$ cat src/rtl/serial_add_pkg.sv
// Shared types and constants for the bit-serial adder controller.
package serial_add_pkg;

    localparam int unsigned DEFAULT_WIDTH = 6;

    typedef enum logic [1:0] {
        IDLE  = 2'd0,
        SHIFT = 2'd1,
        DONE  = 2'd2
    } state_e;

    // Bit counter needs at least one bit even for the narrowest operands.
    function automatic int unsigned cnt_width(input int unsigned w);
        return (w > 1) ? $clog2(w) : 1;
    endfunction

endpackage

$ cat src/rtl/bit_adder_cell.sv
// One-bit full adder, purely combinational; no latency, no flow control.
module bit_adder_cell (
    input  logic a,
    input  logic b,
    input  logic ci,
    output logic s,
    output logic co
);

    assign s  = a ^ b ^ ci;
    assign co = (a & b) | (a & ci) | (b & ci);

endmodule

$ cat src/rtl/serial_add_ctrl.sv
// Bit-serial adder: accepts x/y/cin in IDLE, adds LSB-first over WIDTH cycles, result valid WIDTH edges after accept.
// Result is held in DONE until out_ready; no accept on the handshake edge, so one op per WIDTH+2 cycles.
module serial_add_ctrl
    import serial_add_pkg::*;
#(
    parameter int unsigned WIDTH = DEFAULT_WIDTH
) (
    input  logic             clk,
    input  logic             rst,
    input  logic             in_valid,
    output logic             in_ready,
    input  logic [WIDTH-1:0] x,
    input  logic [WIDTH-1:0] y,
    input  logic             cin,
    output logic             out_valid,
    input  logic             out_ready,
    output logic [WIDTH-1:0] s,
    output logic             cout,
    output logic             busy
);

    localparam int unsigned CW = cnt_width(WIDTH);
    localparam logic [CW-1:0] LAST_BIT = CW'(WIDTH - 1);

    state_e           state_q, state_d;
    logic [WIDTH-1:0] x_q, x_d;
    logic [WIDTH-1:0] y_q, y_d;
    logic [WIDTH-1:0] sum_q, sum_d;
    logic             carry_q, carry_d;
    logic [CW-1:0]    cnt_q, cnt_d;

    logic fa_s;
    logic fa_co;

    bit_adder_cell u_fa (
        .a  (x_q[0]),
        .b  (y_q[0]),
        .ci (carry_q),
        .s  (fa_s),
        .co (fa_co)
    );

    always_ff @(posedge clk or posedge rst) begin
        if (rst) begin
            state_q <= IDLE;
            x_q     <= '0;
            y_q     <= '0;
            sum_q   <= '0;
            carry_q <= 1'b0;
            cnt_q   <= '0;
        end else begin
            state_q <= state_d;
            x_q     <= x_d;
            y_q     <= y_d;
            sum_q   <= sum_d;
            carry_q <= carry_d;
            cnt_q   <= cnt_d;
        end
    end

    always_comb begin
        state_d = state_q;
        x_d     = x_q;
        y_d     = y_q;
        sum_d   = sum_q;
        carry_d = carry_q;
        cnt_d   = cnt_q;

        unique case (state_q)
            IDLE: begin
                if (in_valid) begin
                    x_d     = x;
                    y_d     = y;
                    carry_d = cin;
                    sum_d   = '0;
                    cnt_d   = '0;
                    state_d = SHIFT;
                end
            end
            SHIFT: begin
                // Sum bits enter at the MSB so the first (LSB) bit ends up at bit 0.
                sum_d   = {fa_s, sum_q[WIDTH-1:1]};
                x_d     = x_q >> 1;
                y_d     = y_q >> 1;
                carry_d = fa_co;
                if (cnt_q == LAST_BIT) begin
                    state_d = DONE;
                end else begin
                    cnt_d = cnt_q + 1'b1;
                end
            end
            DONE: begin
                if (out_ready) begin
                    state_d = IDLE;
                end
            end
            default: begin
                state_d = IDLE;
            end
        endcase
    end

    assign in_ready  = (state_q == IDLE);
    assign busy      = (state_q == SHIFT);
    assign out_valid = (state_q == DONE);
    assign s         = out_valid ? sum_q : '0;
    assign cout      = out_valid & carry_q;

endmodule

$ cat config.mk
export PLATFORM = sky130hd
export DESIGN_NAME = serial_add_ctrl
export DESIGN_NICKNAME = d
export VERILOG_FILES = /design/src/rtl/serial_add_pkg.sv /design/src/rtl/bit_adder_cell.sv /design/src/rtl/serial_add_ctrl.sv
export SDC_FILE = /design/constraint.sdc
export NUM_CORES = 1
export LEC_CHECK = 0
export CAP_MARGIN = 20
export CORE_ASPECT_RATIO = 1.25
export CORE_UTILIZATION = 45
export CTS_BUF_LIST = sky130_fd_sc_hd__clkbuf_8
export DETAILED_ROUTE_END_ITERATION = 10
export GPL_TIMING_DRIVEN = 0
export MAX_ROUTING_LAYER = met4
export PLACE_DENSITY_LB_ADDON = 0.08
export SYNTH_ARGS = -nofsm -noshare
export SYNTH_HDL_FRONTEND = slang
export SYNTH_SLANG_ARGS = --single-unit
$ cat constraint.sdc
create_clock -name clk -period 2.6 [get_ports clk]
set_input_delay 0.52 -clock clk [delete_from_list [all_inputs] [get_ports clk]]
set_output_delay 0.52 -clock clk [all_outputs]
set_load 0.02 [all_outputs]
==> impl_results.md <==
* Top cell type by total area after synthesis: dfrtp_1
* Yosys top cell area share at between 50 and 60%
* CP Data Arrival Time at 1.83 ns
* Total die area at around 2700 µm²
* Mapped cell area at roughly 1100 µm²
* Port bufs at 26
* Static Leak at approximately 0.66 nW
* Reg clk slew, reported paths at 0.09 ns
* Max-cap violations at 0
* Post-CTS setup buffers at 0
* Multi-input logic area at 457 µm²
* Antenna viol nets, final at 0
* Commonest non-fill, non-tap cell in the layout: clkdlybuf4s50_1
* Mapped Avg Cell Area at 10.9 µm²
* GR Util met3 at between 2 and 3%
* Fin. max-slew vios at 0
* P_int at 1.08 mW
* Final setup viols at 0
* RSZ-0062 raised after global routing: no
* Simple-gate share of the synthesized area at between 10% and 20%
* Synth top area cells: dfrtp_1 (53%), mux2i_1 (8.9%), o21ai_0 (5.3%)
* Net Sw Power at 601 µW
* Starting DRT DRC Count at 20
* Final WS setup at 0.247 ns
* Vias in the first global route at 877
* Final Skew at 0.00417 ns
* Setup WS pre-CTS at 0.548 ns
* Most frequent cells in the layout: clkdlybuf4s50_1 (26), dfrtp_1 (24), nand2_1 (12), o21ai_0 (12), mux2i_1 (10)
* DR WL/cell at 13.0 µm
* Yosys warns at 0
* Slew of the pin with the lowest slew margin at about 0.90 ns
* Clk_lat worst skew at 0.27 ns
* Detailed Route WL at between 2 and 2.5 mm
* CTS Hold Bufs at 0
* Num ports at 27
* Gr busiest metal: met2
* Largest family of logic cells by synthesized area: compound AO/OA/AOI/OAI gates
* Drt pass-1 iters at 4
* FF+latch count, synth at 24
* P&R area growth vs syn at 33.0%
* Worst setup SP type: flop
* Crit Path Category: reg -> out
* WP data required at 2.08 ns
* Final Cycle Share at 90.5%
* P per Cell Area at around 1100 nW/µm²
* Final hold viol count at 0
* Outcome: complete, no violations
* Multiplexer area fraction after synthesis at around a tenth
* CTS resizes at 0
* Post-layout min period at 2.35 ns
* Layout fillers at 202
* Initial antenna violation count at 0
* Largest net degree at the start of global routing at 25
* Sequential cell area at about 600 µm²
* Highest cell delay on the worst timing path at ~0.61 ns
* Layout cells sized above 1 at under 10%
* Rows at 19
* Vias at 859
* Synth Area in Adders at 4.01%
* Slew margin rel. at 40.2%
* CTS sink cnt at 24
* Number of CTS-inserted buffers at 3
* Die width at 46.7 µm
* Hold WC Path Type: reg -> reg
* First-pass GRT wire length at approximately 3.6 mm
* GR Util met1 at 23.0%
* M2 GR Usage at 29.2%
* Remaining routing DRC violations at 0
* Fmax at between 0.4 and 0.5 GHz
* Crit-path cells: and2b_1 > inv_1 > nor2_1 > clkdlybuf4s50_1
* Vias/cell at 5.24
* Grt ovf at 0
* Die Ht at 57.9 µm
* Syn nets at around 120
* Layout Nets at 154
* Max clock buf depth at 2
* Count of cell types in the netlist at 27
* Comb pwr share at 42.6%
* Initial Utilization at 49.2%
* Post-detail-place hpwl at about 1.5 mm
* CTS tree: done
* Htree depth at 1
* Clock share of power at 19.4%
* Post-Synthesis Cells at 103
* Clk root buf: clkbuf_8
* Worst setup EP type: output port
* # diodes at 0
* GRT Total Usage at 18.9%
* Final setup TNS at 0 ns
* CORE AREA at about 2300 µm²
* Switching share of power at 35.7%
* Sequential fraction of the synthesis area at 53.5%
* GP Congestion at 0.775
* Synth Area in XOR/XNOR at 0%
* Hold slack at 0.487 ns
* Post-synthesis compound-gate area fraction at 15.5%
* Worst-path maximum fanout at 8
* Peak VDD IR at 0.000799 V
* Sequential share of power at 38.1%
* Crit-path slowest cell: clkdlybuf4s50_1
-- routing by layer --
metal / wire [µm] / vias up
li1: - / 415
met1: 1000 / 417
met2: 1010 / 22
met3: 75 / 5
met4: 45 / 0
met5: 0 / -
-- metrics by stage --
| stage | power [mW] | cell area [µm²] | std cells | util (%) |
|---|---|---|---|---|
| 4_1_cts | 1.70 | 1490 | 164 | 65.5 |
| 3_5_place_dp | 1.37 | 1420 | 160 | 62.3 |
| 2_1_floorplan | 1.16 | 1120 | 103 | - |
| 6_report | 1.69 | 1490 | 164 | 65.5 |
| 5_1_grt | 1.82 | 1490 | 164 | 65.5 |
| 3_3_place_gp | 1.33 | 1420 | 160 | 62.3 |
-- cell usage after synthesis --
cell      number
and2_1         6
buf_6          2
inv_1          7
fa_1           1
o21bai_1       1
a21oi_1        2
dfrtp_1       24
o21ai_0       12
nand2_1       12
a31oi_2        1
nor3b_1        1
clkinv_1       1
buf_2          2
and2b_1        1
or3_1          1
a32o_1         2
mux2_2         1
clkbuf_1       1
ha_1           2
o22ai_1        1
nor2_1         3
mux2i_1       10
a211oi_1       1
a22o_1         5
a31oi_1        1
nand3_1        1
nand2b_1       1
-- worst max-delay path, delay by kind of cell, from the launching register on --
family / cells / cell delay [ns]
buffers and inverters: 2 / 0.70
flip-flops: 1 / 0.44
AND/OR/NAND/NOR: 2 / 0.43
-- logic make-up after synthesis --
logic type / count (synthesis)
compound gates: 26
simple gates: 26
flops: 24
buf+inv: 13
mux: 11
fa+ha+maj: 3
-- final timing paths --
| check | cells past startpoint | end | startpoint | slack (ns) |
|---|---|---|---|---|
| min in group asynchronous | 2 | y_q[1] | rst | 0.74 |
| max in group asynchronous | 2 | cnt_q[2] | rst | 1.31 |
| min | 2 | x_q[4] | x_q[4] | 0.49 |
| max reg2reg | 3 | cnt_q[1] | cnt_q[0] | 1.19 |
| max | 4 | cout | state_q[0] | 0.25 |
| min reg2reg | 2 | x_q[4] | x_q[4] | 0.49 |
-- power by group through the flow --
stage	clock network, mW	logic (mW)	registers, mW
floorplan	0	0.545	0.617
global placement	0	0.693	0.639
detailed placement	0	0.725	0.647
CTS	0.333	0.729	0.641
global route	0.351	0.806	0.661
finish	0.326	0.717	0.642
-- state kept, by name (all words and copies together) (netlist names) --
| signal | cells |
|---|---|
| sum_q | 6 |
| x_q | 6 |
| y_q | 6 |
| cnt_q | 3 |
| state_q | 2 |
| carry_q | 1 |
-- layout make-up --
class                      instances  share of cell area [%]
tap                               31                    2.60
inverter                           8                    2.01
buffer                             5                    2.43
clock inverter                     1                    2.01
timing repair buffer              26                    17.4
clock buffer                       3                    2.76
sequential                        24                    40.2
multi-input combinational         66                    30.6
Note: power is estimated with default switching activity, not from simulation.
